$ cat src/rtl/regfile_pkg.sv
// Shared constants and helpers for the multi-port register file.
package regfile_pkg;

  localparam int DEF_DATA_W = 32;
  localparam int DEF_ADDR_W = 5;
  localparam int REG_ZERO   = 0;

  // Widest pend vector the popcount helper accepts (ADDR_W up to 8).
  localparam int PC_MAX_W   = 256;

  function automatic int unsigned popcount(input logic [PC_MAX_W-1:0] v);
    int unsigned n;
    n = 0;
    for (int i = 0; i < PC_MAX_W; i++) begin
      n += int'(v[i]);
    end
    return n;
  endfunction

endpackage

$ cat src/rtl/regfile_bypass_mux.sv
// One read port: zero register, then write bypass (highest port wins), then storage.
module regfile_bypass_mux
  import regfile_pkg::*;
#(
  parameter int DATA_W = DEF_DATA_W,
  parameter int ADDR_W = DEF_ADDR_W,
  parameter int NUM_WR = 1
) (
  input  logic [ADDR_W-1:0]        i_rd_addr,
  input  logic [NUM_WR-1:0]        i_wr_en,
  input  logic [NUM_WR*ADDR_W-1:0] i_wr_addr,
  input  logic [NUM_WR*DATA_W-1:0] i_wr_data,
  input  logic [DATA_W-1:0]        i_stor_data,
  input  logic                     i_pend,
  output logic [DATA_W-1:0]        o_data,
  output logic                     o_ready
);

  // Later assignments override earlier ones, so the zero check comes last.
  always_comb begin
    o_data  = i_stor_data;
    o_ready = ~i_pend;
    for (int w = 0; w < NUM_WR; w++) begin
      if (i_wr_en[w] && (i_wr_addr[w*ADDR_W +: ADDR_W] == i_rd_addr)) begin
        o_data  = i_wr_data[w*DATA_W +: DATA_W];
        o_ready = 1'b1;
      end
    end
    if (i_rd_addr == ADDR_W'(REG_ZERO)) begin
      o_data  = '0;
      o_ready = 1'b1;
    end
  end

endmodule

$ cat src/rtl/regfile_mp.sv
// Multi-port GPR file with write-to-read bypass and a pending-write scoreboard.
module regfile_mp
  import regfile_pkg::*;
#(
  parameter int DATA_W = DEF_DATA_W,
  parameter int ADDR_W = DEF_ADDR_W,
  parameter int NUM_RD = 2,
  parameter int NUM_WR = 1
) (
  input  logic                     clk,
  input  logic                     rst,
  input  logic [NUM_RD*ADDR_W-1:0] rd_addr,
  output logic [NUM_RD*DATA_W-1:0] rd_data,
  output logic [NUM_RD-1:0]        rd_ready,
  input  logic [NUM_WR-1:0]        wr_en,
  input  logic [NUM_WR*ADDR_W-1:0] wr_addr,
  input  logic [NUM_WR*DATA_W-1:0] wr_data,
  input  logic                     alloc_en,
  input  logic [ADDR_W-1:0]        alloc_addr,
  input  logic                     flush,
  output logic [ADDR_W:0]          pending_cnt
);

  localparam int NREGS = 2**ADDR_W;

  logic [DATA_W-1:0]   r_regs [NREGS];
  logic [NREGS-1:0]    r_pend;
  logic [ADDR_W:0]     r_pending_cnt;
  logic [NREGS-1:0]    w_wr_hit;
  logic [NREGS-1:0]    w_pend_nxt;
  logic [PC_MAX_W-1:0] w_pend_ext;

  // Ascending port order: the last non-blocking write to an address wins.
  always_ff @(posedge clk) begin
    if (rst) begin
      for (int k = 0; k < NREGS; k++) r_regs[k] <= '0;
    end else begin
      for (int w = 0; w < NUM_WR; w++) begin
        if (wr_en[w] && (wr_addr[w*ADDR_W +: ADDR_W] != ADDR_W'(REG_ZERO)))
          r_regs[wr_addr[w*ADDR_W +: ADDR_W]] <= wr_data[w*DATA_W +: DATA_W];
      end
    end
  end

  always_comb begin
    w_wr_hit = '0;
    for (int w = 0; w < NUM_WR; w++) begin
      if (wr_en[w]) w_wr_hit[wr_addr[w*ADDR_W +: ADDR_W]] = 1'b1;
    end
  end

  // An alloc beats a same-cycle writeback: the newly issued producer is younger.
  always_comb begin
    w_pend_nxt = r_pend;
    for (int k = 0; k < NREGS; k++) begin
      if (k == REG_ZERO)                                    w_pend_nxt[k] = 1'b0;
      else if (flush)                                       w_pend_nxt[k] = 1'b0;
      else if (alloc_en && (alloc_addr == ADDR_W'(k)))      w_pend_nxt[k] = 1'b1;
      else if (w_wr_hit[k])                                 w_pend_nxt[k] = 1'b0;
    end
  end

  always_comb begin
    w_pend_ext              = '0;
    w_pend_ext[NREGS-1:0]   = w_pend_nxt;
  end

  always_ff @(posedge clk) begin
    if (rst) begin
      r_pend        <= '0;
      r_pending_cnt <= '0;
    end else begin
      r_pend        <= w_pend_nxt;
      r_pending_cnt <= (ADDR_W+1)'(popcount(w_pend_ext));
    end
  end

  assign pending_cnt = r_pending_cnt;

  for (genvar r = 0; r < NUM_RD; r++) begin : g_rd
    regfile_bypass_mux #(
      .DATA_W (DATA_W),
      .ADDR_W (ADDR_W),
      .NUM_WR (NUM_WR)
    ) u_mux (
      .i_rd_addr   (rd_addr[r*ADDR_W +: ADDR_W]),
      .i_wr_en     (wr_en),
      .i_wr_addr   (wr_addr),
      .i_wr_data   (wr_data),
      .i_stor_data (r_regs[rd_addr[r*ADDR_W +: ADDR_W]]),
      .i_pend      (r_pend[rd_addr[r*ADDR_W +: ADDR_W]]),
      .o_data      (rd_data[r*DATA_W +: DATA_W]),
      .o_ready     (rd_ready[r])
    );
  end

endmodule

$ cat config.mk
export PLATFORM = sky130hd
export DESIGN_NAME = regfile_mp
export DESIGN_NICKNAME = d
export VERILOG_FILES = /design/src/rtl/regfile_pkg.sv /design/src/rtl/regfile_bypass_mux.sv /design/src/rtl/regfile_mp.sv
export SDC_FILE = /design/constraint.sdc
export NUM_CORES = 2
export LEC_CHECK = 0
export CAP_MARGIN = 0
export CORE_UTILIZATION = 35
export DETAILED_ROUTE_END_ITERATION = 8
export GPL_TIMING_DRIVEN = 1
export HOLD_SLACK_MARGIN = 0.02
export SYNTH_ARGS = -nofsm -noshare
export SYNTH_HDL_FRONTEND = slang
export SYNTH_HIERARCHICAL = 1
export SYNTH_SLANG_ARGS = --single-unit
$ cat constraint.sdc
create_clock -name clk -period 15.25 [get_ports clk]
set_clock_uncertainty 0.2 [all_clocks]
set_input_delay 4.575 -clock clk [delete_from_list [all_inputs] [get_ports clk]]
set_output_delay 4.575 -clock clk [all_outputs]
set_load 0.02 [all_outputs]
# == After elaboration in Yosys (flattened, before gate mapping) ==
# Memory sizes are Yosys's and may differ from the RTL's.
# Index checks and enable logic that the tools add are counted.
# W data, S select, Z words.
# op_classes
add_sub_neg,30
magnitude_cmp,4
n_eq_ne,33
mux,116
bitwise,2
reduce_logical,39
# ops
op,count
$mux W32,6
$add A6 B1 Y6,25
$mux W1,106
$eq A5 B5 Y1 const B,16
$eq A5 B4 Y1 const B,8
$logic_and A1 B1 Y1,35
$reduce_or A32 Y1,1
$eq A5 B3 Y1 const B,4
$lt A5 B6 Y1 const B,3
$bmux W1 S5,2
$eq A5 B2 Y1 const B,2
$eq A5 B5 Y1,2
$logic_not A5 Y1,2
$add A5 B1 Y6,1
$add A4 B1 Y5,1
$demux W1 S5,1
$eq A5 B1 Y1 const B,1
$ge A5 B1 Y1 const B,1
$mux W5,1
$reduce_bool A5 Y1,1
$add A3 B1 Y4,1
$add A2 B1 Y3,1
$add A1 B1 Y2,1
$not A1 Y1,2
# word_totals
register_bits,38
ram_bits,1024
inputBits,57
output_inout_bits,72
mem_count,1
# memory_table
name,words,word_bits,read_ports,rd_clocked_by_memory_dff,write_ports,line,source
r_regs,32,32,2,0,32,regfile_mp.sv:26,logic [DATA_W-1:0] r_regs [NREGS];

# == Logic depth before layout (Yosys ltp) ==
# logic_depth
word_depth,38
mapped_depth,21

# == Modules after synthesis ==
# The synthesis kept the hierarchy.
# modules_own_cells
module,n_inst,cells_each,area_each_um2,seq_area_each_um2
regfile_mp,1,3634,55717.2,31490.2
regfile_bypass_mux,2,128,750.7,0.0

# == Least setup slack after synthesis ==
# No wires, ideal clock.
# synth_path
path_kind,in2out
startpoint,in rd_addr[5]
endpoint,out rd_data[32]
arrival_time_ps,6212
path_slack_ps,4263
stages,8
cell_sequence,clkbuf_1 > buf_4 > buf_4 > mux4_2 > o22ai_1 > nor4_1 > nand2_1 > o21ai_0
# synth_via
elab_chain_cells,4
word_cells_on_any_way,6
cone_classes,eq/ne: 1; mux: 2; reduce/logical: 2; memory: 1
# synth_rtl
element,line,source
"start, declared",regfile_mp.sv:12,"input logic [NUM_RD*ADDR_W-1:0] rd_addr,"
branches (longest 3 deep; another with $mem_v2 Z32 W32),-,
$mux W32 (*),regfile_bypass_mux.sv:29,if (i_rd_addr == ADDR_W'(REG_ZERO)) begin
"end, declared",regfile_mp.sv:13,"output logic [NUM_RD*DATA_W-1:0] rd_data,"
# Every way passes the cells marked *.

# == Worst setup path after layout ==
# layout_path
startpoint,in rd_addr[0]
endpoint,out rd_data[31]
# Same word-level chain as after synthesis.

==> metrics.cfg <==
[clock_tree]
postCtsHoldBufs = 0
htreeDepth = 3
clk_latency_ps = 760
post_cts_buffers = 0
cts_tree = yes
cts_sinks = 1061
cts-buffers-inserted = 115
cts_root_buf = clkbuf_16
cts_buffer_depth = 3
cts_resized = 0
cts.clk_slew.worst_paths_ps = 60

[power]
power_density_mw_per_mm2 = 111
irDropWorstVdd_v = 0.0000950
power.leakage_nw = 21.3

[cells_and_area]
seq_area_mm2 = 0.0315
area_growth_pct = 12.3
fin_cells = 6152
fillerInstances = 15000
layout.nets = 3947
multi_input_area_mm2 = 0.0239
final_layout_size_suffix_gt1_share_pct = 22.7

[placement]
io_buffers = 128
place_congestion = 0.850
dp_cells = 5918
dp_hpwl_um = 117000

[global_routing]
grt_pass1_vias = 36800
grt_usage_pct = 24.1
grt_max_degree = 120
grt_pass1_wl_um = 280000
antenna_found_initial = 23
grt-ovfl-total = 0

[floorplan]
rows = 148
pin_count = 129
die_h_um = 406
initial_utilization_pct = 35.2
die_w_um = 406
core_area_mm2 = 0.163
design.die.area_mm2 = 0.165

[sta]
tightest_slew_ps = 1240
clock.fmax_mhz = 74.5
fin_tns_setup_ps = 0
finalSetupViolations = 0
period_needed_ps = 13430
slew_violations = 0
grt_setup_unrepaired = no
fin_crit_sh_pct = 88.0
finalHoldViolations = 0
maxSlewHeadroom_pct = 17.3

[routing]
avgViaCountPerCell = 5.99
drt_wl_total_um = 199000
first_iter_violations = 5642
first_pass_iters = 5
drc = 0
wl_per_cell_um = 32.4
vias = 36900
ant_nets = 0

[flow_run]
max_cap_viol_count = 0

[yosys]
synth.top_cell.area_share_pct = 53.7
synth-edff-count = 1024
synth_warnings = 6
yosys_most_used_dff = edfxtp_1
syn_inst = 3890
syn_area_per_cell_um2 = 14.7
yosysUniqueCellTypes = 57
ys_seq_area_share_pct = 55.0
postSynth.asyncResetShare_pct = 0
yosys-top-cells-area = edfxtp_1, mux4_2, and2_1, o22ai_1, clkbuf_1
synth_area_mm2 = 0.0572
ys_seq_elements = 1061
yosysTopAreaCell = edfxtp_1

[critical_path]
endpoint_kind = output port
path_max_fanout = 18
critPathLaunchType = input port
crit_required_ps = 10480
r2r_start = r_pend[20]$_SDFF_PP0_
worstSetupPathType = input port to output port
r2r-end = pending_cnt[4]$_SDFF_PP0_
rrSetupSlack_ps = 9830
cp.arrival_ps = 8650
reg2reg_depth = 18

[hold_path]
holdPathStages = 3
worstHoldEndpoint = r_pend[18]$_SDFF_PP0_
hp-start = r_pend[18]$_SDFF_PP0_
min_path_type = flip-flop to flip-flop

[outcome]
status = complete, no violations

[layer usage]
layer	track usage [%]	routed length [µm]	share of wire, %
met5	0	12	0.0060
met4	7.78	6590	3.3
met3	6.81	23300	12
met2	38.8	94600	47
met1	31.2	74900	38
[cell usage in the layout (no fill, tap or decap), types with 21 or more instances in the layout]
cell / netlist / final
dfxtp_1: 37 / 37
fa_1: 23 / 23
o22ai_1: 195 / 195
buf_4: 45 / 108
nor2_1: 54 / 23
nand2_1: 103 / 95
nor2_4: 0 / 33
nand4_1: 68 / 68
mux4_2: 522 / 522
clkbuf_1: 248 / 21
conb_1: 1 / 32
nor3_1: 36 / 36
o21ai_0: 37 / 37
nor2b_1: 35 / 35
o22a_1: 32 / 32
edfxtp_1: 1024 / 1024
clkinv_2: 0 / 21
nor4_1: 33 / 33
clkinv_1: 0 / 32
and2_1: 994 / 992
or2_2: 29 / 28
inv_1: 28 / 28
clkdlybuf4s50_1: 0 / 123
o221ai_1: 32 / 32
o21ai_1: 60 / 60
clkbuf_16: 0 / 115
[final cells by class]
type	instances	share of cell area, %
sequential	1061	49.0
multi-input combinational	2410	37.2
clock buffer	136	4.60
tap	2175	4.23
timing repair buffer	244	3.55
clock inverter	82	1.16
inverter	28	0.164
antenna	16	0.0623
[synth_stat cells, types with 28 or more instances]
| cell | count |
|---|---|
| edfxtp_1 | 1024 |
| and2_1 | 994 |
| mux4_2 | 522 |
| clkbuf_1 | 248 |
| o22ai_1 | 195 |
| nand2_1 | 103 |
| nand4_1 | 68 |
| buf_2 | 62 |
| o21ai_1 | 60 |
| nor2_1 | 54 |
| buf_4 | 45 |
| dfxtp_1 | 37 |
| o21ai_0 | 37 |
| nor3_1 | 36 |
| nor2b_1 | 35 |
| nor4_1 | 33 |
| o221ai_1 | 32 |
| o22a_1 | 32 |
| or2_2 | 29 |
| inv_1 | 28 |
[how the worst max path moves through the flow]
| stage | depth (start not counted) | end | slack [ps] | from |
|---|---|---|---|---|
| global placement | 8 | rd_data[61] | 2030 | rd_addr[9] |
| floorplan | 8 | rd_data[32] | 4260 | rd_addr[5] |
| CTS | 9 | rd_data[8] | 1930 | rd_addr[0] |
| finish | 9 | rd_data[31] | 1820 | rd_addr[0] |
| global route | 9 | rd_data[31] | 1720 | rd_addr[0] |
| detailed placement | 9 | rd_data[8] | 1940 | rd_addr[0] |
[critical path: stages]
cell,delay (ps)
clkdlybuf4s50_1,1010
or3b_2,610
buf_4,520
o22a_1,240
o221ai_1,120
nor3_1,590
nand2_1,110
o21ai_0,200
clkdlybuf4s50_1,640
[metrics by stage]
step           instance area (µm²)  total power [mW]  hold WS [ps]  utilization, %  setup WS (ps)
3_5_place_dp                 60500              4.38           412            37.2           1940
4_1_cts                      64200              7.15           422            39.5           1930
5_1_grt                      64200              7.32           487            39.5           1720
3_3_place_gp                 60500              4.37           415            37.2           2030
6_report                     64300              7.14           420            39.5           1820
2_1_floorplan                57300              4.01           375               -           4260
[flip-flops by register name, summed over array words and instances, names as in the netlist]
register / cells
r_regs: 1024
r_pend: 31
pending_cnt: 6
[logic make-up (layout without fill, tap and decap cells)]
group           Yosys count  in the layout  synth area share [%]
buf+inv                 450            490                  3.94
simple gates           1403           1403                  14.7
fa+ha+maj                30             30                 0.958
compound gates          401            401                  4.48
mux                     533            533                  20.7
other cells               1             48               0.00655
flops                  1061           1061                  55.0
xor+xnor                 11             11                 0.168
[power breakdown]
part,leakage (nW),internal (mW),switching [mW],total [mW]
sequential,10.0,3.35,0.0802,3.43
clock,1.80,1.57,1.24,2.81
combinational,9.46,0.374,0.526,0.900
total,21.3,5.30,1.84,7.14
(Power assumes the default switching activity.)
